**src/rtl/fetch_icache_if.sv**
```systemverilog
// Request/ready fetch channel between the fetch unit and the instruction cache.
interface fetch_icache_if;
  logic        req;
  logic [15:0] addr;
  logic        ready;
  logic [15:0] data;

  modport master (output req, output addr, input ready, input data);
  modport slave  (input req, input addr, output ready, output data);
endinterface

```
**src/rtl/fetch_unit.sv**
```systemverilog
// Instruction-fetch front end: owns the PC, handshakes with the I-cache,
// loads the IF/ID register and freezes fetch when it sees HLT.
module fetch_unit #(
  parameter logic [15:0] RESET_PC = 16'h0000,
  parameter logic [15:0] NOP_WORD = 16'hE000,
  parameter logic [3:0]  HLT_OP   = 4'hF
) (
  input  logic          clk,
  input  logic          rst_n,
  input  logic          stall_id_i,
  input  logic          redirect_i,
  input  logic [15:0]   redirect_pc_i,
  fetch_icache_if.master ic,
  output logic [15:0]   pc_out_o,
  output logic          ifid_valid_o,
  output logic [15:0]   ifid_instr_o,
  output logic [15:0]   ifid_pc_plus2_o,
  output logic          halted_o
);

  localparam int unsigned XLEN = 16;

  typedef enum logic [1:0] {
    S_FETCH = 2'd0,
    S_MISS  = 2'd1,
    S_HALT  = 2'd2
  } state_e;

  state_e            state_q, state_d;
  logic [XLEN-1:0]   pc_q, pc_d;
  logic              valid_q, valid_d;
  logic [XLEN-1:0]   instr_q, instr_d;
  logic [XLEN-1:0]   pcp2_q, pcp2_d;
  logic [XLEN-1:0]   pc_plus2;

  assign pc_plus2 = pc_q + XLEN'(2);

  // State and IF/ID register; reset wins over everything.
  always_ff @(posedge clk) begin
    if (!rst_n) begin
      state_q <= S_FETCH;
      pc_q    <= RESET_PC;
      valid_q <= 1'b0;
      instr_q <= NOP_WORD;
      pcp2_q  <= '0;
    end else begin
      state_q <= state_d;
      pc_q    <= pc_d;
      valid_q <= valid_d;
      instr_q <= instr_d;
      pcp2_q  <= pcp2_d;
    end
  end

  // Next-state: redirect > stall > fetch completion.
  always_comb begin
    state_d = state_q;
    pc_d    = pc_q;
    valid_d = valid_q;
    instr_d = instr_q;
    pcp2_d  = pcp2_q;

    if (redirect_i) begin
      state_d = S_FETCH;
      pc_d    = redirect_pc_i;
      valid_d = 1'b0;
      instr_d = NOP_WORD;
    end else if (stall_id_i) begin
      // A word returned while stalled is dropped and re-requested later.
      if (state_q == S_FETCH && !ic.ready) begin
        state_d = S_MISS;
      end
    end else if (state_q == S_HALT) begin
      valid_d = 1'b0;
      instr_d = NOP_WORD;
    end else if (ic.ready) begin
      valid_d = 1'b1;
      instr_d = ic.data;
      pcp2_d  = pc_plus2;
      if (ic.data[15:12] == HLT_OP) begin
        state_d = S_HALT;
      end else begin
        state_d = S_FETCH;
        pc_d    = pc_plus2;
      end
    end else begin
      state_d = S_MISS;
      valid_d = 1'b0;
      instr_d = NOP_WORD;
    end
  end

  assign ic.req          = (state_q != S_HALT);
  assign ic.addr         = pc_q;
  assign pc_out_o        = pc_q;
  assign ifid_valid_o    = valid_q;
  assign ifid_instr_o    = instr_q;
  assign ifid_pc_plus2_o = pcp2_q;
  assign halted_o        = (state_q == S_HALT);

endmodule

```
**src/flat_wrapper.sv**
```systemverilog
// flat-port wrapper written by rule: the top's interface ports become plain ports
module fetch_unit_flat 
#(
  parameter logic [15:0] RESET_PC = 16'h0000,
  parameter logic [15:0] NOP_WORD = 16'hE000,
  parameter logic [3:0]  HLT_OP   = 4'hF
)
  (clk, rst_n, stall_id_i, redirect_i, redirect_pc_i, pc_out_o, ifid_valid_o, ifid_instr_o, ifid_pc_plus2_o, halted_o, ic_req, ic_addr, ic_ready, ic_data);
  fetch_icache_if ic_i ();
  input  logic clk;
  input  logic rst_n;
  input  logic stall_id_i;
  input  logic redirect_i;
  input  logic [15:0] redirect_pc_i;
  output logic [15:0] pc_out_o;
  output logic ifid_valid_o;
  output logic [15:0] ifid_instr_o;
  output logic [15:0] ifid_pc_plus2_o;
  output logic halted_o;
  output wire logic [$bits(ic_i.req)-1:0] ic_req;
  output wire logic [$bits(ic_i.addr)-1:0] ic_addr;
  input wire logic [$bits(ic_i.ready)-1:0] ic_ready;
  input wire logic [$bits(ic_i.data)-1:0] ic_data;
  assign ic_req = ic_i.req;
  assign ic_addr = ic_i.addr;
  assign ic_i.ready = ic_ready;
  assign ic_i.data = ic_data;
  fetch_unit #(.RESET_PC(RESET_PC), .NOP_WORD(NOP_WORD), .HLT_OP(HLT_OP)) u_core (.clk(clk), .rst_n(rst_n), .stall_id_i(stall_id_i), .redirect_i(redirect_i), .redirect_pc_i(redirect_pc_i), .ic(ic_i), .pc_out_o(pc_out_o), .ifid_valid_o(ifid_valid_o), .ifid_instr_o(ifid_instr_o), .ifid_pc_plus2_o(ifid_pc_plus2_o), .halted_o(halted_o));
endmodule
```
**config.mk**
```make
export PLATFORM = sky130hd
export DESIGN_NAME = fetch_unit_flat
export DESIGN_NICKNAME = d
export VERILOG_FILES = /design/src/rtl/fetch_icache_if.sv /design/src/rtl/fetch_unit.sv /design/src/flat_wrapper.sv
export SDC_FILE = /design/constraint.sdc
export NUM_CORES = 1
export LEC_CHECK = 0
export ABC_AREA = 0
export CAP_MARGIN = 20
export CORE_UTILIZATION = 47
export CTS_BUF_LIST = sky130_fd_sc_hd__clkbuf_8
export DETAILED_ROUTE_END_ITERATION = 8
export HOLD_SLACK_MARGIN = 0.1
export PLACE_DENSITY = 0.87
export RECOVER_POWER = 100
export SYNTH_ARGS = -nofsm -noshare
export SYNTH_HDL_FRONTEND = slang
export SYNTH_SLANG_ARGS = --single-unit
```
**constraint.sdc**
```tcl
create_clock -name clk -period 3.35 [get_ports clk]
set_input_delay 0.5025 -clock clk [delete_from_list [all_inputs] [get_ports clk]]
set_output_delay 0.5025 -clock clk [all_outputs]
set_load 0.03 [all_outputs]
```
==> results of run 1 <==
cells in the final DEF, fill, tap and decap left out, types with 6 or more instances in the layout:
cell type and count:
xnor2_1 10, nand3_1 7, o21ai_0 19, nand2_1 13, nor2_1 34, dlygate4sd3_1 71, a211oi_1 9, dfxtp_1 51
a22oi_1 13, clkdlybuf4s50_1 32, inv_1 6, a21oi_1 10
cells by family (layout without fill, tap and decap cells):
group                    Yosys count  count (layout)  share of synthesized area (%)
flip-flops                        51              51                           42.9
XOR/XNOR                          15              15                           5.52
buffers and inverters             39             122                           9.73
adder cells (fa/ha/maj)            1               1                          0.526
AO/OA/AOI/OAI                     72              72                           19.8
multiplexers                       3               3                           1.26
AND/OR/NAND/NOR                   91              91                           20.2
per-layer routing:
metal  up-vias  routed length (um)  global-route usage (%)
met5         -                   0                       0
met4         0                 108                    10.0
met3        10                 354                    3.04
met2        93                3080                    39.3
met1      1072                2710                    31.6
li1       1127                   -                       -
power breakdown:
part	total, uW	leakage, uW	switching, uW	internal (uW)
combinational	286	0.000843	164	123
sequential	668	0.000418	33.6	634
clock	502	0.0000644	204	298
total	1460	0.00133	401	1050
final timing paths:
check	start	end	depth (start not counted)
min reg2reg	u_core.ifid_valid_o$_SDFFE_PP0N_	u_core.ifid_valid_o$_SDFFE_PP0N_	2
max	redirect_i	u_core.ic.addr[12]$_SDFFE_PN0P_	6
max reg2reg	u_core.ic.addr[1]$_SDFFE_PN0P_	u_core.ic.addr[11]$_SDFFE_PN0P_	5
min	u_core.ifid_valid_o$_SDFFE_PP0N_	u_core.ifid_valid_o$_SDFFE_PP0N_	2
per-stage QoR:
| step | hold slack [ns] | setup slack (ns) | util [%] | std cells | cell area, sq um |
|---|---|---|---|---|---|
| 2_1_floorplan | 0.473 | 1.33 | - | 272 | 2380 |
| 3_3_place_gp | 0.455 | 0.815 | 69.5 | 414 | 3330 |
| 3_5_place_dp | 0.457 | 0.796 | 69.5 | 414 | 3330 |
| 4_1_cts | 0.471 | 1.05 | 72.4 | 422 | 3460 |
| 5_1_grt | 0.501 | 0.532 | 71.8 | 422 | 3440 |
| 6_report | 0.464 | 0.694 | 71.8 | 422 | 3440 |
worst max-delay path: stages:
cell	delay, ns
dlygate4sd3_1	0.71
inv_1	0.34
nand2_1	0.16
clkbuf_1	0.65
nor3b_1	0.09
or3_1	0.38
registers in the layout, summed over array words and instances, names as in the netlist:
name,flops
u_core.ic.addr,16
u_core.ifid_instr_o,16
u_core.ifid_pc_plus2_o,16
u_core.ifid_valid_o,1
u_core.state_q,2
area by class of cell:
cell class / count / area (sq um)
clock buffer: 5 / 68.8
fill: 390 / 1350
clock inverter: 3 / 67.6
inverter: 6 / 22.5
sequential: 51 / 1020
multi-input combinational: 182 / 1120
tap: 67 / 83.8
timing repair buffer: 108 / 1050
==> results.cfg, run 1 <==
[outcome]
status = finished clean

[routing]
drt-total-wl_um = 6260
dr.first_iter.drc_count = 175
antenna_left = 0
drtPass1Iterations = 4
wl_per_cell_um = 14.8
dr_total_vias = 2302
vias_per_cell = 5.45
drc = 0

[timing]
relSlewSlack_pct = 43.4
finalCriticalPeriod_ns = 2.66
setup_tns_ns = 0
min_period_over_period_pct = 79.3
fin_worst_skew_ns = 0.00788
hold_viol_final = 0
final_max_slew_viol_count = 0
rsz0062_at_grt = no
worst_pin_slew_ns = 0.850
clock.fmax_ghz = 0.376
setup_viol = 0

[critical_path]
regToRegSetupSlack_ns = 1.30
worst_ep_arrival_time_ns = 2.85
worst_setup_path_end_kind = flip-flop
worstSetupPathType = in -> reg
required_ns = 3.54
critPathLaunchType = input pin
cp_max_fo = 23

[place]
gp_congestion = 0.844
dp_hpwl_um = 4550
port_buffers = 103

[synthesis]
syn_nets = 310
synthFlopType = dfxtp_1
ys_ff_latch = 51
ys_types = 50
async_flop_share_pct = 0
synth_edf_count = 0
synthCells = 272
yosysWarnings = 0
synth_area_leader_cell = dfxtp_1
synth.top_cell.area_share_pct = 42.9
ys_seq_area_share_pct = 42.9
syn_area_sq_um = 2380
syn_area_per_cell_sq_um = 8.74
yosys-top-cells-area = dfxtp_1 43%, buf_4 5.4%, nor2_1 5.4%
synth.most_common_cell = dfxtp_1
yosys-top-cells-count = 51 x dfxtp_1, 34 x nor2_1, 19 x o21ai_0, 17 x buf_4

[global_routing]
grt.overflow.total = 0
grt_pass1_vias = 2187
antenna_found_initial = 0
grt_max_degree = 24
grt_util_all_layers_pct = 23.9
grt_pass1_wl_um = 10000

[floorplanning]
die_w_um = 73.1
dieArea_sq_um = 5350
chipHeight_um = 73.1
core-area_sq_um = 4790
ioPinCount = 104
initial_core_util_pct = 49.7
row_count = 25

[job]
maxCapViolations = 0

[clock_tree]
max-clock-path-buffers = 2
path_clk_slew_ns = 0.09
cts_max_level = 2
postCtsSetupBuffers = 0
clk_latency_ns = 0.30
cts-root-buf = clkbuf_8
cts_tree = built
cts_buffers = 5
cts_sinks = 51
cts_hold_buf = 0
cts_resized = 0

[cells_and_area]
drive_gt1_share_pct = 4.51
finalNetCount = 392
synthToLayoutAreaGrowth_pct = 44.5
antenna_cells = 0

[pwr]
power.leakage_uw = 0.00133
powerDensity_nw_per_um2 = 423
total_power_uw = 1460
peakVddDrop_mv = 0.237

[min_path]
hold_path_class = reg -> reg
Power figures use the tool's default switching activity.
==> run 2: changes to the inputs <==
--- a/config.mk
+++ b/config.mk
@@ -7,11 +7,11 @@
 export LEC_CHECK = 0
 export ABC_AREA = 0
 export CAP_MARGIN = 20
-export CORE_UTILIZATION = 47
+export CORE_UTILIZATION = 39
 export CTS_BUF_LIST = sky130_fd_sc_hd__clkbuf_8
 export DETAILED_ROUTE_END_ITERATION = 8
 export HOLD_SLACK_MARGIN = 0.1
-export PLACE_DENSITY = 0.87
+export PLACE_DENSITY = 0.77
 export RECOVER_POWER = 100
 export SYNTH_ARGS = -nofsm -noshare
 export SYNTH_HDL_FRONTEND = slang
==> constraint.sdc (replaced) <==
create_clock -name clk -period 2.2 [get_ports clk]
set_input_delay 0.33 -clock clk [delete_from_list [all_inputs] [get_ports clk]]
set_output_delay 0.33 -clock clk [all_outputs]
set_load 0.03 [all_outputs]
==> results.cfg, run 2 (same netlist as run 1, synthesis figures left out) <==
[outcome]
status = finished clean

[routing]
vias_per_cell = 5.32
wl_per_cell_um = 15.2
dr.first_iter.drc_count = 102
drtPass1Iterations = 4
dr_total_vias = 2352
antenna_left = 0
drc = 0
drt-total-wl_um = 6700

[cells_and_area]
instances_no_fill = 442
drive_gt1_share_pct = 7.36
final_cell_mix = 70 x dlygate4sd3_1, 51 x dfxtp_1, 34 x nor2_1
fillCellCount = 539
synthToLayoutAreaGrowth_pct = 47.6
finalNetCount = 404
final_common_cell = dlygate4sd3_1
antenna_cells = 0

[clock_tree]
max-clock-path-buffers = 2
cts_buffers = 5
cts_max_level = 2
clk_latency_ns = 0.31
cts_sinks = 51
postCtsSetupBuffers = 0
cts_tree = built
cts-root-buf = clkbuf_8
cts_resized = 0
cts_hold_buf = 0
path_clk_slew_ns = 0.09

[critical_path]
critPathLaunchType = input pin
worst_setup_path_end_kind = flip-flop
worstSetupPathType = in -> reg
cp_top_family = buffers and inverters
critPathSlowestCell = dlygate4sd3_1
worst_ep_arrival_time_ns = 2.26
worstPathCellList = dlygate4sd3_1, buf_4, nor3_1, clkbuf_1, mux2i_1, nor2_1
critPathMaxStageDelay_ns = 0.60
worst-path-buf-inv = 3
cp_max_fo = 14
required_ns = 2.40

[global_routing]
grt_pass1_wl_um = 10600
grt_pass1_vias = 2171
antenna_found_initial = 0
grt.overflow.total = 0
grt_util_all_layers_pct = 21.1
grt_max_degree = 21

[place]
port_buffers = 103
placedCellCount = 434
gp_congestion = 0.875
dp_hpwl_um = 4970

[timing]
finalCriticalPeriod_ns = 2.06
setup_tns_ns = 0
relSlewSlack_pct = 45.0
final_max_slew_viol_count = 0
setup_viol = 0
min_period_over_period_pct = 93.6
worst_pin_slew_ns = 0.823
clock.fmax_ghz = 0.486
rsz0062_at_grt = no
fin_worst_skew_ns = 0.00733
hold_viol_final = 0

[floorplanning]
row_count = 28
ioPinCount = 104
core-area_sq_um = 5890
initial_core_util_pct = 40.4
die_w_um = 80.1
dieArea_sq_um = 6420
chipHeight_um = 80.1

[pwr]
power.leakage_uw = 0.00137
powerDensity_nw_per_um2 = 614
peakVddDrop_mv = 0.402

[min_path]
hold_path_class = reg -> reg

[job]
maxCapViolations = 0
[run 2: metal layers]
layer | share of wire, % | vias to the layer above | global-route usage (%)
met1 | 43 | 1105 | 26.7
li1 | - | 1159 | -
met3 | 5.8 | 11 | 4.89
met4 | 1.4 | 0 | 7.86
met5 | 0 | - | 0
met2 | 49 | 77 | 34.9
[run 2: area by class of cell]
class	count	area (sq um)	area share [%]
sequential	51	1020	29.1
tap	75	93.8	2.67
clock buffer	6	82.6	2.35
inverter	6	22.5	0.642
timing repair buffer	120	1140	32.4
clock inverter	2	35.0	0.998
multi-input combinational	182	1120	31.8
[run 2: metrics by stage]
step / hold WS [ns] / area, sq um / utilization [%] / total power [uW] / setup WS [ns]
final: 0.495 / 3510 / 59.6 / 2160 / 0.141
after detailed placement: 0.468 / 3430 / 58.2 / 1530 / 0.153
after CTS: 0.503 / 3540 / 60.2 / 2190 / 0.155
after global routing: 0.515 / 3510 / 59.6 / 2230 / 0.0379
after global placement: 0.456 / 3430 / 58.2 / 1520 / 0.190
after floorplan: 0.429 / 2380 / - / 1310 / 0.178
[run 2: where the power goes]
part,internal [uW],switching [uW],total [uW]
Sequential,965,43.5,1010
Combinational,202,263,464
Clock,368,314,682
[run 2: tightest hold or removal path, cell delays in order, from the launching register on]
cell	delay, ns
dfxtp_1	0.34
o22ai_1	0.08
nand2_1	0.06
[run 2: worst paths after layout]
path	depth (start not counted)	slack, ns	from	endpoint
setup / recovery	6	0.14	redirect_i	u_core.ifid_pc_plus2_o[2]$_SDFFE_PN0P_
hold / removal	2	0.50	u_core.ifid_instr_o[13]$_SDFFE_PP1N_	u_core.ifid_instr_o[13]$_SDFFE_PP1N_
setup reg to reg	5	0.27	u_core.ic.addr[1]$_SDFFE_PN0P_	u_core.ic.addr[11]$_SDFFE_PN0P_
hold reg to reg	2	0.50	u_core.ifid_instr_o[13]$_SDFFE_PP1N_	u_core.ifid_instr_o[13]$_SDFFE_PP1N_
==> run 3: changes to the inputs <==
--- a/config.mk
+++ b/config.mk
@@ -13,6 +13,7 @@
 export HOLD_SLACK_MARGIN = 0.1
 export PLACE_DENSITY = 0.77
 export RECOVER_POWER = 100
+export SKIP_CTS_REPAIR_TIMING = 1
 export SYNTH_ARGS = -nofsm -noshare
 export SYNTH_HDL_FRONTEND = slang
 export SYNTH_SLANG_ARGS = --single-unit
==> results of run 3 <==
Same layout as run 2: the final DEF is identical, and so are final timing and power.
